`src/rtl/mux_rr_arb.sv`:
```
`default_nettype none
// ============================================================================
// Module   : mux_rr_arb
// Purpose  : C-channel data mux with round-robin or forced-select arbitration
//            and a one-word registered output stage with valid/ready handshake.
// Revision : 1.0
// ============================================================================
module mux_rr_arb #(
  parameter int L = 16,
  parameter int N = 2
) (
  input  logic                  clk,
  input  logic                  rst_n,
  input  logic [(1<<N)-1:0]     req,
  input  logic [(1<<N)*L-1:0]   din,
  input  logic                  mode,
  input  logic [N-1:0]          addr,
  output logic [(1<<N)-1:0]     gnt,
  output logic [L-1:0]          dout,
  output logic [N-1:0]          out_ch,
  output logic                  out_valid,
  input  logic                  out_ready,
  output logic [15:0]           xfer_cnt
);

  localparam int C = 1 << N;

  logic [N-1:0]  ptr_q, ptr_d;
  logic [L-1:0]  dout_q, dout_d;
  logic [N-1:0]  out_ch_q, out_ch_d;
  logic          out_valid_q, out_valid_d;
  logic [15:0]   xfer_cnt_q, xfer_cnt_d;

  logic [L-1:0]  ch_data [C];
  logic [N-1:0]  rr_ch;
  logic          rr_found;
  logic [N-1:0]  rr_idx;
  logic [N-1:0]  sel_ch;
  logic          sel_vld;
  logic          accept;
  logic          deliver;

  for (genvar i = 0; i < C; i++) begin : g_unpack
    assign ch_data[i] = din[i*L +: L];
  end

  // Search starts one past the last winner; N-bit addition gives the modulo-C wrap.
  always_comb begin
    rr_found = 1'b0;
    rr_ch    = '0;
    rr_idx   = '0;
    for (int k = 1; k <= C; k++) begin
      rr_idx = ptr_q + N'(k);
      if (!rr_found && req[rr_idx]) begin
        rr_found = 1'b1;
        rr_ch    = rr_idx;
      end
    end
  end

  assign sel_ch  = mode ? addr : rr_ch;
  assign sel_vld = mode ? req[addr] : rr_found;
  assign accept  = sel_vld && (!out_valid_q || out_ready);
  assign deliver = out_valid_q && out_ready;

  // gnt is masked by rst_n so it is quiet while the block is held in reset.
  assign gnt = (accept && rst_n) ? (C'(1) << sel_ch) : '0;

  always_comb begin
    ptr_d       = ptr_q;
    dout_d      = dout_q;
    out_ch_d    = out_ch_q;
    out_valid_d = out_valid_q;
    xfer_cnt_d  = xfer_cnt_q;
    if (accept) begin
      ptr_d       = sel_ch;
      dout_d      = ch_data[sel_ch];
      out_ch_d    = sel_ch;
      out_valid_d = 1'b1;
    end else if (deliver) begin
      out_valid_d = 1'b0;
    end
    if (deliver) begin
      xfer_cnt_d = xfer_cnt_q + 16'd1;
    end
  end

  always_ff @(posedge clk or negedge rst_n) begin
    if (!rst_n) begin
      ptr_q       <= {N{1'b1}};
      dout_q      <= '0;
      out_ch_q    <= '0;
      out_valid_q <= 1'b0;
      xfer_cnt_q  <= '0;
    end else begin
      ptr_q       <= ptr_d;
      dout_q      <= dout_d;
      out_ch_q    <= out_ch_d;
      out_valid_q <= out_valid_d;
      xfer_cnt_q  <= xfer_cnt_d;
    end
  end

  assign dout      = dout_q;
  assign out_ch    = out_ch_q;
  assign out_valid = out_valid_q;
  assign xfer_cnt  = xfer_cnt_q;

endmodule
`default_nettype wire

```
`config.mk`:
```
export PLATFORM = sky130hd
export DESIGN_NAME = mux_rr_arb
export DESIGN_NICKNAME = d
export VERILOG_FILES = /design/src/rtl/mux_rr_arb.sv
export SDC_FILE = /design/constraint.sdc
export NUM_CORES = 1
export LEC_CHECK = 0
export BUFFER_PORTS_ARGS = -buffer_cell sky130_fd_sc_hd__buf_2
export CORE_AREA = 2 2 76 78
export DETAILED_ROUTE_END_ITERATION = 16
export DIE_AREA = 0 0 78 80
export PLACE_DENSITY_LB_ADDON = 0.12
export SLEW_MARGIN = 20
export SYNTH_ARGS = -nofsm -noshare
export SYNTH_HDL_FRONTEND = slang
export SYNTH_SLANG_ARGS = --single-unit
```
`constraint.sdc`:
```
create_clock -name clk -period 2.4 [get_ports clk]
set_input_delay 0.24 -clock clk [delete_from_list [all_inputs] [get_ports clk]]
set_output_delay 0.24 -clock clk [all_outputs]
set_load 0.01 [all_outputs]
```
==> metrics <==
fin crit share 0.956; final setup skew roughly 0.0036 ns; number of synthesized flops with an enable pin 0; TritonCTS Buffers 5; initial cell density of the core 0.459; final weighted congestion of routability-driven global placement 0.812; warnings from Yosys 0; NetSw a little over 0.8 mW; nets@finish approximately 450; number of design-rule violations left by the first detailed-router iteration roughly 130; flip-flop and latch count after synthesis 37; Diodes inserted 0; time the worst path needs with I/O delays and setup around 2.3 ns; Crit Path Class flip-flop to output port; prevailing post-synth register cell sky130_fd_sc_hd__dfrtp_1; DRT Pass-1 Iters 4; fraction of the yosys area taken by sequential cells 0.374; type of the tightest min-delay check primary input to flip-flop; result of the run finished, final reports clean; part of the power in the clock network 0.192; ratio of total power to cell area between 600 and 700 nW/um^2; Lkg Pwr 1.62 nW; Placeable Area 5410 um^2; Max clock buf depth 2; num rows 27; number of distinct library cells after synthesis 43; # H-tree levels 2; area of the die between 6000 and 7000 um^2; largest fanout on the critical path 17; Layout area overhead 29.8%; WP data arrival slightly above 2 ns; global-route wire length before repair 10.4 mm; share of power burned in registers 0.411; ports placed on the boundary between 100 and 150; routed vias/inst around 5.4; number of antenna violations at the first check in global routing 0; clock tree root driver cell sky130_fd_sc_hd__clkbuf_8; Sw Ratio 0.373; count of unresolved DRC violations after routing 0; share of post-route cells with drive strength above 1 0.378; number of instances in the placed design ~440; die boundary width roughly 78 um; crit end category output port; Startpoint Class flip-flop; total global routing track utilization 0.211; Gate Count Post-Synth 260; clock insertion delay at the later pin of the skew report around 0.29 ns; # clock sinks 37; clock edge transition at the registers on the reported setup and hold paths about 0.08 ns; number of global-route vias before repair around 2,200; summed negative setup slack over all endpoints 0 ns; Max-slew headroom 0.493; Avg Cell Area, Syn about 9.5 um^2; DIE HEIGHT roughly 80 um; routed len/inst approximately 16 um; final number of hold-violating endpoints 0; non-filler cells, final approximately 450; worst endpoint required time around 2.2 ns; peak ir drop on the vdd network 355 uV; final-report max-slew violation count 0; worst slew pin tran roughly 0.76 ns; Pint around 1.4 mW; Final ANT Viol Nets 0; fmax around 0.44 GHz; Comb pwr share 0.398; dpl hpwl ~5.0 mm; total number of vias 2,402; max-cap check violation count 0; Net Count, Synth around 340; Port Buf Inserts ~110; clock tree from TritonCTS built; Mapped Area 2480 um^2; Overflow after GRT 0; maximum number of pins on one net before global-route repair 31; async set-reset flop share out of synthesis 1.00; Final Routed Wirelength a little under 7 mm; number of setup violations in the final report 0
[flip-flops by register name, indices dropped and copies added, names as in the netlist]
signal and flops:
ptr_q 2, dout 16, xfer_cnt 16, out_valid 1, out_ch 2
[final cells by class]
class	count	area, um^2
timing repair buffer	120	627
sequential	37	928
tap	72	90.1
clock buffer	6	72.6
fill	503	2180
inverter	4	15.0
clock inverter	2	10.0
multi-input combinational	204	1480
[worst paths after layout]
| check | to | from | cells after the start | slack (ns) |
|---|---|---|---|---|
| worst max-delay path | gnt[2] | ptr_q[0]$_DFFE_PN1P_ | 7 | 0.11 |
| worst min-delay path | dout[5]$_DFFE_PN0P_ | din[53] | 3 | 0.25 |
| worst max register to register | dout[13]$_DFFE_PN0P_ | ptr_q[0]$_DFFE_PN1P_ | 6 | 0.26 |
| worst min register to register | xfer_cnt[15]$_DFFE_PN0P_ | xfer_cnt[15]$_DFFE_PN0P_ | 1 | 0.47 |
| max in group asynchronous | xfer_cnt[0]$_DFFE_PN0P_ | rst_n | 3 | 1.33 |
| min in group asynchronous | dout[0]$_DFFE_PN0P_ | rst_n | 2 | 0.38 |
[Yosys cell counts (2+ instances only)]
library cell                 n  share of area
sky130_fd_sc_hd__nor3_1      2         0.0040
sky130_fd_sc_hd__xnor2_1    12          0.042
sky130_fd_sc_hd__o2bb2ai_1  11          0.039
sky130_fd_sc_hd__buf_6       4          0.018
sky130_fd_sc_hd__nand3_1    15          0.030
sky130_fd_sc_hd__and2_1      2         0.0050
sky130_fd_sc_hd__inv_1       4         0.0060
sky130_fd_sc_hd__nand4_1     4          0.010
sky130_fd_sc_hd__a21oi_1     6          0.012
sky130_fd_sc_hd__buf_4       3         0.0091
sky130_fd_sc_hd__and2b_1     2         0.0060
sky130_fd_sc_hd__clkbuf_1    4         0.0060
sky130_fd_sc_hd__dfstp_2     2          0.021
sky130_fd_sc_hd__nand2b_1    2         0.0050
sky130_fd_sc_hd__nor2_1     12          0.018
sky130_fd_sc_hd__a21o_1      2         0.0060
sky130_fd_sc_hd__nand2_1    46          0.070
sky130_fd_sc_hd__buf_2       5          0.010
sky130_fd_sc_hd__o21ai_1     3         0.0060
sky130_fd_sc_hd__a221oi_1    6          0.021
sky130_fd_sc_hd__a32oi_1    11          0.039
sky130_fd_sc_hd__a22o_1     11          0.039
sky130_fd_sc_hd__dfrtp_1    35           0.35
sky130_fd_sc_hd__xor2_1      3          0.011
sky130_fd_sc_hd__mux2i_1    32           0.13
sky130_fd_sc_hd__and3_1      4          0.010
[stage by stage]
| stage | cell area, um^2 | setup WS, ns | hold WS, ns | power, mW | utilization |
|---|---|---|---|---|---|
| 2_1_floorplan | 2480 | 0.511 | -0.0556 | 1.45 | - |
| 3_3_place_gp | 3080 | 0.164 | 0.124 | 1.75 | 0.570 |
| 3_5_place_dp | 3090 | 0.182 | 0.126 | 1.78 | 0.571 |
| 4_1_cts | 3190 | 0.0327 | 0.238 | 2.21 | 0.590 |
| 5_1_grt | 3220 | -0.00213 | 0.250 | 2.35 | 0.596 |
| 6_report | 3220 | 0.105 | 0.246 | 2.22 | 0.596 |
[per-layer routing]
metal	vias up	GRT usage	share of wire
li1	1185	-	-
met1	1111	0.266	0.42
met2	97	0.360	0.50
met3	9	0.0475	0.070
met4	0	0.0649	0.013
met5	-	0	0
[power groups by stage]
stage               Sequential (mW)  Clock (mW)  Combinational, mW
global route                  0.930       0.455              0.966
floorplan                     0.974           0              0.474
CTS                           0.908       0.439              0.865
finish                        0.910       0.425              0.881
detailed placement            0.919           0              0.856
global placement              0.910           0              0.840
[kinds of logic (layout without fill, tap and decap cells)]
kind of cell    count (synthesis)  in the layout  share of synthesized area
compound gates                 56             56                      0.183
xor+xnor                       15             15                     0.0530
fa+ha+maj                       1              1                    0.00504
buf+inv                        20            132                     0.0494
flops                          37             37                      0.374
mux                            35             35                      0.152
simple gates                   96             97                      0.184
[worst max-delay path, stage by stage, from the launching register on]
cell	delay [ns]
sky130_fd_sc_hd__dfstp_2	0.56
sky130_fd_sc_hd__and2b_1	0.23
sky130_fd_sc_hd__nor3_4	0.19
sky130_fd_sc_hd__o21a_1	0.24
sky130_fd_sc_hd__buf_6	0.20
sky130_fd_sc_hd__nor3_1	0.09
sky130_fd_sc_hd__nor2_1	0.11
sky130_fd_sc_hd__buf_2	0.14
[timing repair]
item,4_1_cts,5_1_grt
setup endpoints to repair,4,4
pin swaps,0,1
endpoints found under the hold margin,5,0
gates cloned,0,1
hold buffers,1,0
setup buffers,0,0
gates resized for setup,1,4
[cells in the final DEF, fill, tap and decap left out, types with 3 or more instances in the layout]
cell type and count:
sky130_fd_sc_hd__buf_4 6, sky130_fd_sc_hd__a32oi_1 11, sky130_fd_sc_hd__dfrtp_1 35, sky130_fd_sc_hd__nor2_1 11, sky130_fd_sc_hd__nand4_1 4, sky130_fd_sc_hd__a221oi_1 5
sky130_fd_sc_hd__o2bb2ai_1 11, sky130_fd_sc_hd__a22o_1 11, sky130_fd_sc_hd__buf_2 112, sky130_fd_sc_hd__clkbuf_8 5, sky130_fd_sc_hd__xor2_1 3, sky130_fd_sc_hd__inv_1 4
sky130_fd_sc_hd__xnor2_1 12, sky130_fd_sc_hd__mux2i_1 32, sky130_fd_sc_hd__and3_1 4, sky130_fd_sc_hd__nand2_1 46, sky130_fd_sc_hd__o21ai_1 3, sky130_fd_sc_hd__nand3_1 15
sky130_fd_sc_hd__a21oi_1 6
(Power assumes the default switching activity.)
